[src/rtl/square_seq_if.sv]
// Start/ready handshake bundle for square_seq: operand in, accumulator and
// result-valid out. Shared shape with the sequential square-root block.
interface square_seq_if #(
   parameter int unsigned N = 8
);
   logic           start;
   logic [N/2-1:0] A;
   logic [N-1:0]   O;
   logic           ready;

   modport master (
      output start,
      output A,
      input  O,
      input  ready
   );

   modport slave (
      input  start,
      input  A,
      output O,
      output ready
   );
endinterface

[src/rtl/square_seq.sv]
// Sequential unsigned squarer O = A*A by shift-and-add, one operand bit per cycle.
// Define SQUARE_SEQ_RADIX4_EN to retire two bits per cycle (N must be a multiple of 4).
module square_seq #(
   parameter int unsigned N = 8,
   parameter int unsigned M = N / 2
) (
   input logic          clk,
   input logic          rst,
   square_seq_if.slave  bus
);

   localparam int unsigned CW = (M > 1) ? $clog2(M) : 1;

`ifdef SQUARE_SEQ_RADIX4_EN
   localparam logic [CW-1:0] LastCount = CW'(M / 2 - 1);
`else
   localparam logic [CW-1:0] LastCount = CW'(M - 1);
`endif

   typedef enum logic [1:0] {
      StIdle,
      StBusy,
      StDone
   } state_t;

   state_t        state_q, state_d;
   logic [M-1:0]  a_q, a_d;
   logic [N-1:0]  acc_q, acc_d;
   logic [CW-1:0] count_q, count_d;
   logic          ready_q, ready_d;

   logic [N-1:0]  a_ext;
   logic [N-1:0]  addend;

   assign a_ext = {{(N - M){1'b0}}, a_q};

`ifdef SQUARE_SEQ_RADIX4_EN
   logic [CW:0]  digit_shift;
   logic [1:0]   digit;
   logic [N-1:0] multiple;

   // Digit multiple is one of 0, a, 2a, 3a; 3a never overflows N bits.
   always_comb begin
      digit_shift = {count_q, 1'b0};
      digit       = 2'(a_q >> digit_shift);
      multiple    = '0;
      case (digit)
         2'd1:    multiple = a_ext;
         2'd2:    multiple = a_ext << 1;
         2'd3:    multiple = (a_ext << 1) + a_ext;
         default: multiple = '0;
      endcase
      addend = multiple << digit_shift;
   end
`else
   always_comb begin
      addend = '0;
      if (a_q[count_q]) begin
         addend = a_ext << count_q;
      end
   end
`endif

   // start wins over iteration in every state, including BUSY and DONE.
   always_comb begin
      state_d = state_q;
      a_d     = a_q;
      acc_d   = acc_q;
      count_d = count_q;
      ready_d = ready_q;

      if (bus.start) begin
         a_d     = bus.A;
         acc_d   = '0;
         count_d = '0;
         ready_d = 1'b0;
         state_d = StBusy;
      end else begin
         case (state_q)
            StBusy: begin
               acc_d   = acc_q + addend;
               count_d = count_q + 1'b1;
               if (count_q == LastCount) begin
                  state_d = StDone;
                  ready_d = 1'b1;
               end
            end
            default: ;
         endcase
      end
   end

   always_ff @(posedge clk or posedge rst) begin
      if (rst) begin
         state_q <= StIdle;
         a_q     <= '0;
         acc_q   <= '0;
         count_q <= '0;
         ready_q <= 1'b0;
      end else begin
         state_q <= state_d;
         a_q     <= a_d;
         acc_q   <= acc_d;
         count_q <= count_d;
         ready_q <= ready_d;
      end
   end

   assign bus.O     = acc_q;
   assign bus.ready = ready_q;

endmodule

[src/flat_wrapper.sv]
// flat-port wrapper written by rule: the top's interface ports become plain ports
module square_seq_flat 
#(
   parameter int unsigned N = 8,
   parameter int unsigned M = N / 2
)
  (clk, rst, bus_start, bus_A, bus_O, bus_ready);
  square_seq_if #(.N(N)) bus_i ();
  input logic clk;
  input logic rst;
  input wire logic [$bits(bus_i.start)-1:0] bus_start;
  input wire logic [$bits(bus_i.A)-1:0] bus_A;
  output wire logic [$bits(bus_i.O)-1:0] bus_O;
  output wire logic [$bits(bus_i.ready)-1:0] bus_ready;
  assign bus_i.start = bus_start;
  assign bus_i.A = bus_A;
  assign bus_O = bus_i.O;
  assign bus_ready = bus_i.ready;
  square_seq #(.N(N), .M(M)) u_core (.clk(clk), .rst(rst), .bus(bus_i));
endmodule
[config.mk]
export PLATFORM = sky130hd
export DESIGN_NAME = square_seq_flat
export DESIGN_NICKNAME = d
export VERILOG_FILES = /design/src/rtl/square_seq_if.sv /design/src/rtl/square_seq.sv /design/src/flat_wrapper.sv
export SDC_FILE = /design/constraint.sdc
export NUM_CORES = 1
export LEC_CHECK = 0
export ABC_AREA = 1
export BUFFER_PORTS_ARGS = -buffer_cell sky130_fd_sc_hd__buf_2
export CAP_MARGIN = 15
export CORE_MARGIN = 4
export CORE_UTILIZATION = 45
export CTS_CLUSTER_DIAMETER = 120
export DETAILED_ROUTE_END_ITERATION = 10
export PLACE_DENSITY_LB_ADDON = 0.15
export SYNTH_ARGS = -nofsm -noshare
export SYNTH_HDL_FRONTEND = slang
export SYNTH_SLANG_ARGS = --single-unit
[constraint.sdc]
create_clock -name clk -period 2.3 [get_ports clk]
set_input_delay 0.46 -clock clk [delete_from_list [all_inputs] [get_ports clk]]
set_output_delay 0.46 -clock clk [all_outputs]
set_load 0.005 [all_outputs]
==> out/qor.yml, run 1 <==
status:
  outcome: "finished, final reports clean"
placement:
  dp_hpwl_mm: 1.685
  numPortBuffers: 15
  dp.cells: 184
  place_congestion: 0.8343
cts:
  cts.sinks: 16
  cts_tree: "yes"
  htree_levels: 1
  path_clk_slew_ps: 110
  cts_root_buffer: "clkbuf_4"
  holdBufCountCts: 0
  cts_max_path_buffers: 2
  clock_latency_ps: 300
  cts_buffers: 3
  postCtsSetupRepairBufs: 0
worst_setup_path:
  critical_path_class: "register to register"
  cp-end-kind: "register"
  crit_path_start_kind: "register"
  required_ps: 2500
  critical_path_arrival_ps: 2240
  critical_path.max_fanout: 8
  r2r_cells: 10
power:
  power_mw: 1.063
  p_clk_frac: 0.189
  power.density_nw_per_um2: 888.1
  pwr-share-seq: 0.389
  cellLeakagePower_nw: 0.6925
  cell_internal_pwr_mw: 0.6166
  vdd_drop_max_mv: 0.4595
  swShare: 0.4202
  switchingPower_mw: 0.4469
  combPwrFrac: 0.422
cells_and_area:
  post-route-util: 0.5361
  area_delta_synth_final_pct: 13.12
  final_nets: 177
  antenna_cells: 0
  drive_gt1_frac: 0.2000
  final_cells: 188
  fillers: 225
floorplanning:
  fp.dieW_um: 56.50
  die_h_um: 56.50
  initial_core_util: 0.4739
  ios: 16
  dieArea_um2: 3192
  rows: 17
  core_region_area_um2: 2233
global_route:
  grt_pass1_wl_mm: 3.850
  gr-total-overflow: 0
  antenna_found_initial: 0
  grt_pass1_vias: 903
  grt_usage: 0.1533
  grt_max_degree: 17
yosys:
  yosysSeqAreaShare: 0.3783
  synth_top_area_share: 0.3783
  synth_area_per_cell_um2: 7.402
  ys_warn_count: 0
  netlist_area_um2: 1059
  synth_cell_type_count: 21
  yosysTopAreaCell: "dfrtp_1"
  ys_seq_elements: 16
  netlist_instances: 143
  synth_area_leaders: "dfrtp_1 38%, nand2_1 18%, ha_1 9.5%"
  syn_nets: 159
timing:
  whs_ps: 215.3
  finalMaxSlewViolations: 0
  clock.fmax_mhz: 490.3
  slew_headroom: 0.5826
  hold_viol: 0
  finalSetupTns_ps: 0
  rsz0062_at_grt: "false"
  fin_crit_ps: 2040
  setup_viol: 0
  max_slew.worst_pin.slew_ps: 625.3
  finalCritPeriodShare: 0.8868
  skew_ps: 3.559
routing:
  drt-total-wl_mm: 2.183
  dr.pass1.iters: 4
  detail-route-antenna-nets: 0
  drt-initial-drc-count: 7
  wl_per_cell_um: 11.61
  vias: 942
  drc_errors: 0
  drt-vias-per-instance: 5.011
min_path:
  min_path_type: "input pin to async pin"
flow_run:
  maxCapViolations: 0
-- metal layers --
| layer | wire length [µm] | vias up | part of all wire | GRT usage |
|---|---|---|---|---|
| met2 | 1060 | 14 | 0.49 | 0.2508 |
| met4 | 42 | 0 | 0.019 | 0.06102 |
| met5 | 0 | - | 0 | 0 |
| met1 | 1012 | 429 | 0.46 | 0.1980 |
| li1 | - | 494 | - | - |
| met3 | 68 | 5 | 0.031 | 0.02759 |
-- final timing paths --
check	start	to	slack (ps)
setup / recovery	u_core.count_q[0]$_DFFE_PP0P_	u_core.bus.O[6]$_DFFE_PP0P_	260
hold / removal	rst	u_core.state_q[0]$_DFFE_PP0P_	220
setup reg to reg	u_core.count_q[0]$_DFFE_PP0P_	u_core.bus.O[6]$_DFFE_PP0P_	260
hold reg to reg	u_core.a_q[1]$_DFFE_PP0P_	u_core.a_q[1]$_DFFE_PP0P_	510
max in group asynchronous	rst	u_core.count_q[0]$_DFFE_PP0P_	1640
min in group clk	bus_A[3]	u_core.a_q[3]$_DFFE_PP0P_	350
-- repair_timing --
action / in CTS / in global routing
endpoints found under the setup margin: 0 / 2
hold endpoints to repair: 0 / 0
resized for setup: 0 / 2
-- through the flow --
| step | setup WS, ps | instance area [µm²] |
|---|---|---|
| floorplan | 411.0 | 1059 |
| CTS | 225.2 | 1195 |
| finish | 260.3 | 1197 |
| global placement | 259.9 | 1159 |
| global route | 10.10 | 1197 |
| detailed placement | 246.1 | 1159 |
-- layout make-up --
class,count,area (µm²),area share
Sequential cell,16,402.9,0.3365
Timing Repair Buffer,15,75.07,0.06270
Inverter,15,56.30,0.04702
Tap cell,28,35.03,0.02926
Clock buffer,4,36.28,0.03030
Multi-Input combinational cell,110,591.8,0.4943
-- cell usage in the layout (no fill, tap or decap) --
| cell | synthesis | routed |
|---|---|---|
| nand3b_1 | 3 | 3 |
| fa_1 | 1 | 1 |
| nor3_2 | 1 | 1 |
| dfrtp_1 | 16 | 14 |
| nor2_4 | 1 | 1 |
| a22o_1 | 2 | 2 |
| clkbuf_4 | 0 | 3 |
| xnor2_1 | 1 | 1 |
| or2_1 | 1 | 1 |
| nor2_1 | 12 | 12 |
| inv_1 | 12 | 12 |
| inv_2 | 3 | 3 |
| nand3_1 | 6 | 6 |
| nor2_2 | 2 | 2 |
| ha_1 | 8 | 8 |
| a21oi_2 | 2 | 2 |
| nand2_1 | 52 | 52 |
| dfrtp_2 | 0 | 2 |
| buf_2 | 2 | 15 |
| nand2_2 | 1 | 1 |
| o21ai_2 | 1 | 1 |
| o21ai_0 | 8 | 8 |
| clkbuf_8 | 0 | 1 |
| a21oi_1 | 8 | 8 |
-- worst max-delay path, cell delays in order (launching register included) --
cell	delay, ps
dfrtp_2	470
o21ai_0	300
o21ai_0	120
o21ai_0	80
inv_1	60
ha_1	320
or2_1	270
nand3b_1	110
nand3b_1	80
nand3_1	80
nand2_1	50
-- cells by family (layout without fill, tap and decap cells) --
kind of cell,Yosys count,count (layout),synth area share
buf+inv,17,34,0.06264
xor+xnor,1,1,0.008276
flops,16,16,0.3782
compound gates,21,21,0.1170
fa+ha+maj,9,9,0.1135
simple gates,79,79,0.3203
-- state kept, by name, indices dropped and copies added, names as in the netlist --
register,flops
u_core.bus.O,8
u_core.count_q,2
u_core.a_q,4
u_core.bus.ready,1
u_core.state_q,1
-- synth_stat cells, drive strengths merged --
library cell   n
o21ai          9
a21oi         10
nor3           1
fa             1
ha             8
nand3b         3
a22o           2
nand2         53
buf            2
dfrtp         16
nor2          15
or2            1
xnor2          1
inv           15
nand3          6
-- power groups by stage --
stage,logic (mW),clock network (mW),registers (mW)
global route,0.511,0.220,0.427
global placement,0.439,0,0.411
detailed placement,0.453,0,0.415
floorplan,0.362,0,0.392
CTS,0.455,0.206,0.410
finish,0.449,0.201,0.413
Power figures use the tool's default switching activity.
==> run 2, diff against run 1 <==
Settings changed: CORE_UTILIZATION 45 to 30.
Clock period 2.3 ns to 2.56 ns, I/O delays scaled along.
==> out/qor.yml, run 2 (synthesis results as in run 1) <==
status:
  outcome: "finished, final reports clean"
global_route:
  grt_pass1_vias: 913  # +1.1%
  grt_pass1_wl_mm: 3.988  # +3.6%
  grt_max_degree: 17  # unchanged
  grt_usage: 0.1171  # -0.03618
  antenna_found_initial: 0  # unchanged
  gr-total-overflow: 0  # unchanged
worst_setup_path:
  cp_common_cell: "o21ai_0"
  cp-end-kind: "register"
  slowest_stage: "dfrtp_1"
  critPathMaxStageDelay_ps: 470  # about the same
  required_ps: 2750  # +250 ps
  critical_path_arrival_ps: 2320  # +80 ps
  crit_chain: "o21ai_0, o21ai_0, o21ai_0, inv_1, ha_1, or2_1, nand3b_1, nand3b_1, nand3_1, nand2_1"
  critical_path_class: "register to register"
  crit_path_start_kind: "register"
  cp-startpoint: "u_core.count_q[0]$_DFFE_PP0P_"
  timing.rr.start: "u_core.count_q[0]$_DFFE_PP0P_"
  critical_path.max_fanout: 8  # unchanged
routing:
  drt-vias-per-instance: 4.495  # -10%
  dr.pass1.iters: 4  # unchanged
  wl_per_cell_um: 10.89  # -6.2%
  drt-total-wl_mm: 2.244  # +2.8%
  drt-initial-drc-count: 49  # +42
  drc_errors: 0  # unchanged
  detail-route-antenna-nets: 0  # unchanged
  vias: 926  # -1.7%
power:
  power.density_nw_per_um2: 776.8  # -13%
  vdd_drop_max_mv: 0.3238  # -30%
  power_mw: 0.9457  # -11%
  cellLeakagePower_nw: 0.6952  # +0.39%
cells_and_area:
  mostFrequentLayoutCells: "52 x nand2_1, 16 x dfrtp_1, 15 x buf_2, 12 x inv_1, 12 x nor2_1"
  largest_reg_flops: 8  # unchanged
  drive_gt1_frac: 0.1875  # -0.01250
  final_cells: 206  # +9.6%
  final_common_cell: "nand2_1"
  fillers: 401  # +78%
  antenna_cells: 0  # unchanged
  post-route-util: 0.3620  # -0.1742
  area_delta_synth_final_pct: 15.01
  multi_input_area_um2: 591.8  # unchanged
  seqCellArea_um2: 400.4  # -0.62%
  final_nets: 177  # unchanged
cts:
  ctsResizeCount: 0  # unchanged
  clock_latency_ps: 290  # about the same
  htree_levels: 1  # unchanged
  holdBufCountCts: 0  # unchanged
  cts_max_path_buffers: 2  # unchanged
  postCtsSetupRepairBufs: 0  # unchanged
  path_clk_slew_ps: 100  # about the same
  cts_tree: "yes"
  cts_buffers: 3  # unchanged
  cts.sinks: 16  # unchanged
  cts_root_buffer: "clkbuf_4"
timing:
  slew_headroom: 0.5701  # -0.01258
  finalCritPeriodShare: 0.8312  # -0.05565
  rsz0062_at_grt: "false"
  clock.fmax_mhz: 470.0  # -4.1%
  whs_ps: 288.6  # +73.32 ps
  skew_ps: 5.716  # +2.157 ps
  finalMaxSlewViolations: 0  # unchanged
  finalSetupTns_ps: 0  # unchanged
  fin_crit_ps: 2128  # +88.11 ps
  max_slew.worst_pin.slew_ps: 644.2  # +18.85 ps
  hold_viol: 0  # unchanged
  setup_viol: 0  # unchanged
flow_run:
  maxCapViolations: 0  # unchanged
placement:
  place_congestion: 0.8143  # -2.4%
  dp_hpwl_mm: 1.823  # +8.2%
  dp.cells: 202  # +9.8%
  numPortBuffers: 15  # unchanged
min_path:
  min_path_type: "input pin to async pin"
floorplanning:
  ios: 16  # unchanged
  dieArea_um2: 4543  # +42%
  initial_core_util: 0.3147  # -0.1592
  fp.dieW_um: 67.40  # +19%
  rows: 21  # +4
  core_region_area_um2: 3363  # +51%
  die_h_um: 67.40  # +19%
run 2: cell types whose count changed in the layout (fill, tap and decap cells not counted):
| cell | delta |
|---|---|
| dfrtp_1 | +2 |
| dfrtp_2 | -2 |
run 2: final cells by class:
type | instances | area share
Timing Repair Buffer | 15 | 0.06166
Clock buffer | 4 | 0.02980
Sequential cell | 16 | 0.3289
Inverter | 15 | 0.04625
Tap cell | 46 | 0.04728
Multi-Input combinational cell | 110 | 0.4861
run 2: worst paths after layout:
kind                       cells after the start                          end  slack, ps
max                                           10  u_core.bus.O[6]$_DFFE_PP0P_        430
min                                            2  u_core.bus.O[7]$_DFFE_PP0P_        290
max reg2reg                                   10  u_core.bus.O[6]$_DFFE_PP0P_        430
min reg2reg                                    2    u_core.a_q[1]$_DFFE_PP0P_        510
max in group asynchronous                      2  u_core.bus.O[0]$_DFFE_PP0P_       1860
min in group clk                               3    u_core.a_q[3]$_DFFE_PP0P_        410
run 2: through the flow:
stage | setup WS (ps) | area (µm²)
after floorplan | 671.0 | 1059
after global placement | 445.5 | 1181
after detailed placement | 440.6 | 1181
after CTS | 425.5 | 1217
after global routing | 232.4 | 1217
final | 432.1 | 1217
run 2: power by group:
part           total [mW]  switching, mW  internal, mW
Clock               0.173         0.0866        0.0866
Sequential          0.366         0.0629         0.304
Combinational       0.406          0.246         0.160
Total               0.946          0.395         0.550
run 2: metal layers:
layer,wire length (µm),track usage,vias to the layer above
li1,-,-,496
met1,1110,0.1472,417
met2,1045,0.1951,11
met3,71,0.03494,2
met4,16,0.03038,0
met5,0,0,-
run 2: critical path, delay by kind of cell (launching register included):
| kind | cells | cell delay [ps] |
|---|---|---|
| simple gates | 5 | 620 |
| compound gates | 3 | 570 |
| flops | 1 | 470 |
| fa+ha+maj | 1 | 310 |
| buf+inv | 1 | 70 |
==> run 3, diff against run 2 <==
Clock period 2.56 ns to 2 ns, I/O delays scaled along.
==> out/qor.yml, run 3 (synthesis results as in run 1) <==
worst_setup_path:
  critical_path_class: "register to register"
  ff2ff_setup_slack_ps: 30  # -400 ps
  crit_path_start_kind: "register"
  critical_path_arrival_ps: 2170  # -150 ps
  critical_path_buf_inv_count: 1  # unchanged
  critical-path-top-delay-family: "simple AND/OR/NAND/NOR gates"
  required_ps: 2200  # -550 ps
  cp_common_cell: "nand2_1"
  r2r_cells: 12  # +2
  cp-end-kind: "register"
  r2r_end: "u_core.bus.O[7]$_DFFE_PP0P_"
  slowest_stage: "dfrtp_2"
  timing.rr.start: "u_core.count_q[0]$_DFFE_PP0P_"
  crit_chain: "inv_2, nand2_2, a21oi_4, nor2_4, nor2_1, ha_1, nand2_1, nand2_1, a21oi_1, nand2_1, a21oi_1, nor2_2"
  critPathMaxStageDelay_ps: 460  # about the same
  critical_path.max_fanout: 6  # -2
timing:
  finalCritPeriodShare: 0.9863  # +0.1551
  clock.fmax_mhz: 506.9  # +7.9%
  layout_setup_ws_ps: 27.38  # -404.8 ps
  max_slew.worst_pin.slew_ps: 646.5  # +2.286 ps
  skew_ps: 9.171  # +3.455 ps
  finalMaxSlewViolations: 0  # unchanged
  slew_headroom: 0.5685  # -0.001526
  rsz0062_at_grt: "true"
  fin_crit_ps: 1973  # -155.2 ps
  setup_viol: 0  # unchanged
  hold_viol: 0  # unchanged
global_route:
  grt_pass1_wl_mm: 4.146  # +4.0%
  antenna_found_initial: 0  # unchanged
  grt_max_degree: 17  # unchanged
  grt_pass1_vias: 977  # +7.0%
  gr-total-overflow: 0  # unchanged
  grt_usage: 0.1226  # +0.005491
placement:
  dp_worst_setup_slack_ps: -56.67  # -497.3 ps
  dp_hpwl_mm: 1.891  # +3.7%
  place_area_um2: 1211  # +2.5%
  place_congestion: 0.8621  # +5.9%
  numPortBuffers: 15  # unchanged
cts:
  cts_root_buffer: "clkbuf_4"
  htree_levels: 1  # unchanged
  holdBufCountCts: 0  # unchanged
  cts.sinks: 16  # unchanged
  clock_latency_ps: 300  # about the same
  cts_tree: "yes"
  path_clk_slew_ps: 110  # about the same
  cts_buffers: 3  # unchanged
  cts_max_path_buffers: 2  # unchanged
min_path:
  min_path_type: "input pin to async pin"
routing:
  detail-route-antenna-nets: 0  # unchanged
  wl_per_cell_um: 12.36  # +13%
  drt-total-wl_mm: 2.669  # +19%
  drt-initial-drc-count: 64  # +31%
  dr.pass1.iters: 4  # unchanged
  drc_errors: 0  # unchanged
  vias: 991  # +7.0%
  drt-vias-per-instance: 4.588  # +2.1%
cells_and_area:
  area_delta_synth_final_pct: 29.91
  largest_reg_flops: 8  # unchanged
  drive_gt1_frac: 0.3176  # +0.1301
  antenna_cells: 0  # unchanged
  final_nets: 187  # +5.6%
  final_area_um2: 1375  # +13%
  final_common_cell: "nand2_1"
  mostFrequentLayoutCells: "46 x nand2_1, 15 x buf_2, 15 x dfrtp_1, 12 x inv_1"
power:
  p_clk_frac: 0.154  # -0.029
  power.density_nw_per_um2: 1063  # +37%
  cellLeakagePower_nw: 0.7550  # +8.6%
  vdd_drop_max_mv: 0.4536  # +40%
  power_mw: 1.462  # +55%
  combPwrFrac: 0.535  # +0.106
  pwr-share-seq: 0.311  # -0.077
  cell_internal_pwr_mw: 0.8500  # +54%
  switchingPower_mw: 0.6117  # +55%
  swShare: 0.4185  # about the same
floorplanning:
  die_h_um: 67.40  # unchanged
  initial_core_util: 0.3147  # unchanged
  rows: 21  # unchanged
  ios: 16  # unchanged
  dieArea_um2: 4543  # unchanged
  core_region_area_um2: 3363  # unchanged
  fp.dieW_um: 67.40  # unchanged
status:
  outcome: "finished, final reports clean"
flow_run:
  maxCapViolations: 0  # unchanged
-- run 3: cell count changes in the layout (fill, tap and decap cells not counted), sizes merged --
cell	before	now
buf	15	25
-- run 3: layer usage --
layer | track usage | vias up | part of all wire
met4 | 0.02532 | 0 | 0.015
met3 | 0.04493 | 4 | 0.043
met5 | 0 | - | 0
met1 | 0.1306 | 455 | 0.41
met2 | 0.2294 | 21 | 0.53
li1 | - | 511 | -
-- run 3: power by group through the flow --
| stage | clock (mW) | sequential, mW | combinational [mW] |
|---|---|---|---|
| detailed placement | 0 | 0.455 | 0.593 |
| CTS | 0.232 | 0.449 | 0.652 |
| floorplan | 0 | 0.451 | 0.417 |
| global placement | 0 | 0.449 | 0.579 |
| finish | 0.225 | 0.454 | 0.783 |
| global route | 0.247 | 0.462 | 0.883 |
-- run 3: what timing repair did --
| action | CTS | global route |
|---|---|---|
| endpoints found under the setup margin | 3 | 6 |
| gates resized for setup | 7 | 14 |
| pin swaps | 11 | 9 |
| buffers inserted | 3 | 3 |
-- run 3: how the worst max path moves through the flow --
stage                                             start  cells past startpoint  slack (ps)                     endpoint
after global placement    u_core.count_q[0]$_DFFE_PP0P_                     12          -7  u_core.bus.O[7]$_DFFE_PP0P_
after CTS                 u_core.count_q[0]$_DFFE_PP0P_                     13         -30  u_core.bus.O[7]$_DFFE_PP0P_
after global routing      u_core.count_q[0]$_DFFE_PP0P_                     14        -120  u_core.bus.O[6]$_DFFE_PP0P_
after floorplan           u_core.count_q[1]$_DFFE_PP0P_                     12         110  u_core.bus.O[6]$_DFFE_PP0P_
after detailed placement  u_core.count_q[0]$_DFFE_PP0P_                     12         -60  u_core.bus.O[7]$_DFFE_PP0P_
final                     u_core.count_q[0]$_DFFE_PP0P_                     12          30  u_core.bus.O[7]$_DFFE_PP0P_
-- run 3: area by class of cell --
class	count	area, µm²
repair buffers	25	150.1
inverters	15	56.30
clock buffers	4	36.28
fillers	382	1988
multi-input cells	110	673.1
flip-flops and latches	16	401.6
well taps	46	57.56
-- run 3: stage by stage --
stage,utilization,hold slack (ps),instances,setup TNS [ps]
4_1_cts,0.3850,194.9,213,-26.70
5_1_grt,0.4089,230.0,216,-355.1
6_report,0.4089,168.5,216,0
2_1_floorplan,-,313.7,143,0
3_3_place_gp,0.3601,478.5,206,-6.951
3_5_place_dp,0.3601,493.8,206,-85.01
